`config.mk`:
```
export PLATFORM = sky130hd
export DESIGN_NAME = branch_resolve_ctrl
export DESIGN_NICKNAME = d
export VERILOG_FILES = /design/src/rtl/branch_resolve_ctrl.sv
export SDC_FILE = /design/constraint.sdc
export NUM_CORES = 1
export LEC_CHECK = 0
export ABC_AREA = 1
export ABC_CLOCK_PERIOD_IN_PS = 2100
export BUFFER_PORTS_ARGS = -buffer_cell sky130_fd_sc_hd__buf_2
export CAP_MARGIN = 25
export CORE_MARGIN = 2
export CORE_UTILIZATION = 50
export DETAILED_ROUTE_END_ITERATION = 10
export GPL_TIMING_DRIVEN = 0
export PLACE_DENSITY = 0.74
export SKIP_LAST_GASP = 1
export SYNTH_ARGS = -nofsm -noshare
export SYNTH_HDL_FRONTEND = slang
export SYNTH_SLANG_ARGS = --single-unit
```
`constraint.sdc`:
```
create_clock -name clk -period 2.1 [get_ports clk]
set_input_delay 0.315 -clock clk [delete_from_list [all_inputs] [get_ports clk]]
set_output_delay 0.315 -clock clk [all_outputs]
set_load 0.005 [all_outputs]
```
`src/rtl/branch_resolve_ctrl.sv`:
```
// branch_resolve_ctrl: sequences the shared ID-stage branch comparator, redirects on taken branches, counts branches
// Ports:
//   clk, rst                 clock and synchronous active-high reset
//   br_valid, br_op          ID stage branch and its opcode (BEQ/BNE/BLEZ/BGTZ/BGEZ)
//   br_target                computed branch target
//   opnd_ready               source operands are hazard-free
//   cmp_result               comparator outcome, valid the cycle after cmp_en
//   cmp_en, cmp_select       comparator strobe and function code
//   stall, flush             front-end hold and IF/ID squash
//   redirect_valid/_pc       PC redirect for taken branches
//   illegal_op               br_valid with an unsupported opcode
//   br_count, taken_count    saturating branch statistics
module branch_resolve_ctrl #(
    parameter int ADDR_W = 32,
    parameter int CNT_W  = 16
) (
    input  logic              clk,
    input  logic              rst,
    input  logic              br_valid,
    input  logic [4:0]        br_op,
    input  logic [ADDR_W-1:0] br_target,
    input  logic              opnd_ready,
    input  logic              cmp_result,
    output logic              cmp_en,
    output logic [5:0]        cmp_select,
    output logic              stall,
    output logic              flush,
    output logic              redirect_valid,
    output logic [ADDR_W-1:0] redirect_pc,
    output logic              illegal_op,
    output logic [CNT_W-1:0]  br_count,
    output logic [CNT_W-1:0]  taken_count
);
    typedef enum logic [1:0] {IDLE, WAIT, COMPARE, RESOLVE} state_t;
    state_t state, next_state;
    logic [4:0] op_q;
    logic [ADDR_W-1:0] target_q;
    logic legal, accept;
    assign legal = br_op >= 5'd6 && br_op <= 5'd10;
    always_comb begin
        next_state = state;
        accept = 1'b0;
        stall = 1'b0;
        cmp_en = 1'b0;
        redirect_valid = 1'b0;
        illegal_op = 1'b0;
        case (state)
            IDLE: begin
                accept = br_valid && legal;
                illegal_op = br_valid && !legal;
                stall = accept;
                next_state = accept ? (opnd_ready ? COMPARE : WAIT) : IDLE;
            end
            WAIT: begin
                stall = 1'b1;
                next_state = opnd_ready ? COMPARE : WAIT;
            end
            COMPARE: begin
                stall = 1'b1;
                cmp_en = 1'b1;
                next_state = RESOLVE;
            end
            default: begin
                redirect_valid = cmp_result;
                next_state = IDLE;
            end
        endcase
        // reset behaves like IDLE for stall/illegal_op but never starts or finishes a branch
        if (rst) begin
            next_state = IDLE;
            accept = 1'b0;
            cmp_en = 1'b0;
            redirect_valid = 1'b0;
            stall = br_valid && legal;
            illegal_op = br_valid && !legal;
        end
    end
    // legal ops 6..10 map onto comparator codes 22..26
    assign cmp_select = cmp_en ? {2'b01, op_q[3:0]} : 6'd0;
    assign flush = redirect_valid;
    assign redirect_pc = redirect_valid ? target_q : '0;
    always_ff @(posedge clk) begin
        if (rst) begin
            state <= IDLE;
            op_q <= '0;
            target_q <= '0;
            br_count <= '0;
            taken_count <= '0;
        end else begin
            state <= next_state;
            if (accept) begin
                op_q <= br_op;
                target_q <= br_target;
            end
            if (state == RESOLVE) begin
                if (!(&br_count)) br_count <= br_count + CNT_W'(1);
                if (cmp_result && !(&taken_count)) taken_count <= taken_count + CNT_W'(1);
            end
        end
    end
endmodule

```
==> results.sh <==
export IMPL_postRouteAntennaNets=0
export IMPL_grtUsageTotal_pct=23.1
export IMPL_clock_latency_ns=0.35
export IMPL_synth_edf_count=0
export IMPL_viasPerCell=4.68
export IMPL_htreeDepth=3
export IMPL_finalCriticalPeriod_ns=1.98
export IMPL_worstPathCellList="inv_1 -> ha_1 -> inv_1 -> nor2_1 -> inv_1 -> nor2_1 -> buf_2"
export IMPL_slew_violations=0
export IMPL_final_common_cell="nand2_1"
export IMPL_grt_pass1_wl_um=15900
export IMPL_clock_path_buffers=2
export IMPL_netlist_instances=619
export IMPL_setup_ws_ns=0.119
export IMPL_antenna_found_initial=0
export IMPL_overflow=0
export IMPL_finalSetupTns_ns=0
export IMPL_max_slew_margin_rel_pct=54.8
export IMPL_drv_cap=0
export IMPL_fp_coreArea_um2=7330
export IMPL_vdd_drop_max_mv=0.285
export IMPL_wl_per_cell_um=11.3
export IMPL_synth_ff_type="dfxtp_1"
export IMPL_clock_sinks=70
export IMPL_die_area_um2=8400
export IMPL_numCtsBuffers=9
export IMPL_worst_setup_path_start_kind="flip-flop"
export IMPL_ys_seq_elements=70
export IMPL_arrival_ns=1.67
export IMPL_rows=31
export IMPL_nets=795
export IMPL_timing_fmax_ghz=0.505
export IMPL_cp_top_family="buffers and inverters"
export IMPL_io_buffers=115
export IMPL_synth_cell_area_um2=3840
export IMPL_ys_warn_count=0
export IMPL_finalCritPeriodShare_pct=94.3
export IMPL_slowest_delay_ns=0.34
export IMPL_synth_top_area_cell="dfxtp_1"
export IMPL_synth_avg_cell_area_um2=6.21
export IMPL_status="finished clean"
export IMPL_syn_nets=668
export IMPL_fin_skew_ns=0.00769
export IMPL_powerDensity_nw_per_um2=536
export IMPL_synth_cell_types=33
export IMPL_worst_pin_slew_ns=0.679
export IMPL_ios=117
export IMPL_drive_gt1_share_pct=22.5
export IMPL_cts_root_buf="clkbuf_8"
export IMPL_finalSetupViolCount=0
export IMPL_crit_fanout=4
export IMPL_netlist_area_leader_share_pct=36.5
export IMPL_final_cell_mix="nand2_1, nor2_1, buf_2, inv_1, dfxtp_1"
export IMPL_first_global_vias=3625
export IMPL_num_vias=3978
export IMPL_path_common_cell="inv_1"
export IMPL_start_util_pct=52.4
export IMPL_worst_path_buf_inv=4
export IMPL_p_leak_nw=2.44
export IMPL_drtPass1Iterations=4
export IMPL_yosysSeqAreaShare_pct=36.5
export IMPL_clkSlewWorstSetupHoldPaths_ns=0.08
export IMPL_grt_max_degree=20
export IMPL_post_place_ws_ns=0.135
export IMPL_cp_slowest_cell="dfxtp_1"
export IMPL_wl_um=9620
export IMPL_worstPathRequired_ns=1.78
export IMPL_cts_tree="yes"
export IMPL_antenna_diode_count=0
export IMPL_async_flop_share_pct=0
export IMPL_drtIter0Drc=180
export IMPL_worstSetupEndpointType="primary output"
export IMPL_die_h_um=91.7
export IMPL_die_w_um=91.7
export IMPL_gp_congestion=0.887
export IMPL_drc=0
export IMPL_hp_class="in -> reg"
export IMPL_path_class="reg -> out"
export IMPL_hold_violations=0
export IMPL_post_dp_hpwl_um=7220
export IMPL_ys_top_cells_by_area="dfxtp_1, nand2_1, nor2_1"
export IMPL_area_growth_pct=23.3
export IMPL_rsz0062_at_grt="no"
==> cell type report <==
type	count	area, um2
plain buffers	24	136
clock buffers	12	145
clock inverters	4	22.5
fillers	704	2590
inverters	77	289
multi-input cells	447	2030
flip-flops and latches	70	1400
well taps	99	124
repair buffers	117	591
==> repair_timing <==
| action | 4_1_cts | 5_1_grt |
|---|---|---|
| hold buffers | 0 | 0 |
| buffers inserted | 0 | 2 |
| pin swaps | 0 | 1 |
| resized for setup | 5 | 1 |
| setup endpoints to repair | 22 | 32 |
==> cells by family (layout without fill, tap and decap cells) <==
family	Yosys count	in the layout	share of synthesized area [%]
AOI/OAI and AO/OA	37	37	5.93
xor gates and xnor gates	7	7	1.60
adders and majority gates	7	7	2.28
buffers and inverters	102	234	11.0
DFF	70	70	36.5
other	1	1	0.0976
and+or+nand+nor	395	395	42.6
==> per-layer routing <==
layer | routed length (um) | up-vias | global-route usage (%)
met1 | 4420 | 1769 | 29.3
met4 | 108 | 0 | 9.97
met3 | 464 | 7 | 3.53
met2 | 4630 | 89 | 39.0
li1 | - | 2113 | -
met5 | 0 | - | 0
==> registers in the layout, summed over array words and instances (netlist names) <==
name	cells
op_q	4
state	2
target_q	32
br_count	16
taken_count	16
==> report_power, final <==
part / switching (mW) / internal [mW] / total [mW] / leakage (nW)
sequential: 0.0101 / 1.36 / 1.37 / 0.567
clock: 0.502 / 0.456 / 0.958 / 0.0861
combinational: 0.130 / 0.0805 / 0.210 / 1.79
==> cell usage after synthesis, types with 3 or more instances <==
| cell | count |
|---|---|
| nand2_2 | 5 |
| a21oi_2 | 10 |
| nand2_4 | 3 |
| nand3_1 | 27 |
| dfxtp_1 | 70 |
| o21ai_0 | 6 |
| xor2_1 | 6 |
| inv_1 | 73 |
| buf_4 | 4 |
| nor2_1 | 162 |
| nand4_1 | 8 |
| o21ai_1 | 3 |
| a21oi_1 | 16 |
| ha_1 | 7 |
| clkbuf_1 | 16 |
| nor2_4 | 3 |
| nand3b_1 | 3 |
| nand2_1 | 176 |
==> tightest hold or removal path, stage by stage <==
cell,delay (ns)
buf_2,0.07
nor2_1,0.03
nor2_1,0.08
==> final timing paths <==
check             cells past startpoint                        to  slack [ns]                      from
setup reg to reg                     10  br_count[0]$_SDFFE_PP0P_        0.37  br_count[0]$_SDFFE_PP0P_
setup / recovery                      7             cmp_select[3]        0.12       state[0]$_SDFF_PP0_
hold reg to reg                       2  br_count[1]$_SDFFE_PP0P_        0.50  br_count[1]$_SDFFE_PP0P_
hold / removal                        3  target_q[8]$_SDFFE_PP0P_        0.19              br_target[8]
==> per-stage QoR <==
stage / hold WS, ns / cells / power [mW] / util (%) / area [um2]
floorplan: 0.450 / 619 / 1.53 / - / 3840
global placement: 0.484 / 833 / 1.60 / 62.0 / 4540
detailed placement: 0.487 / 833 / 1.61 / 62.0 / 4540
CTS: 0.175 / 848 / 2.57 / 64.4 / 4720
global route: 0.201 / 850 / 2.66 / 64.6 / 4740
finish: 0.186 / 850 / 2.54 / 64.6 / 4740
No activity file was read; power rests on OpenSTA's default activity.
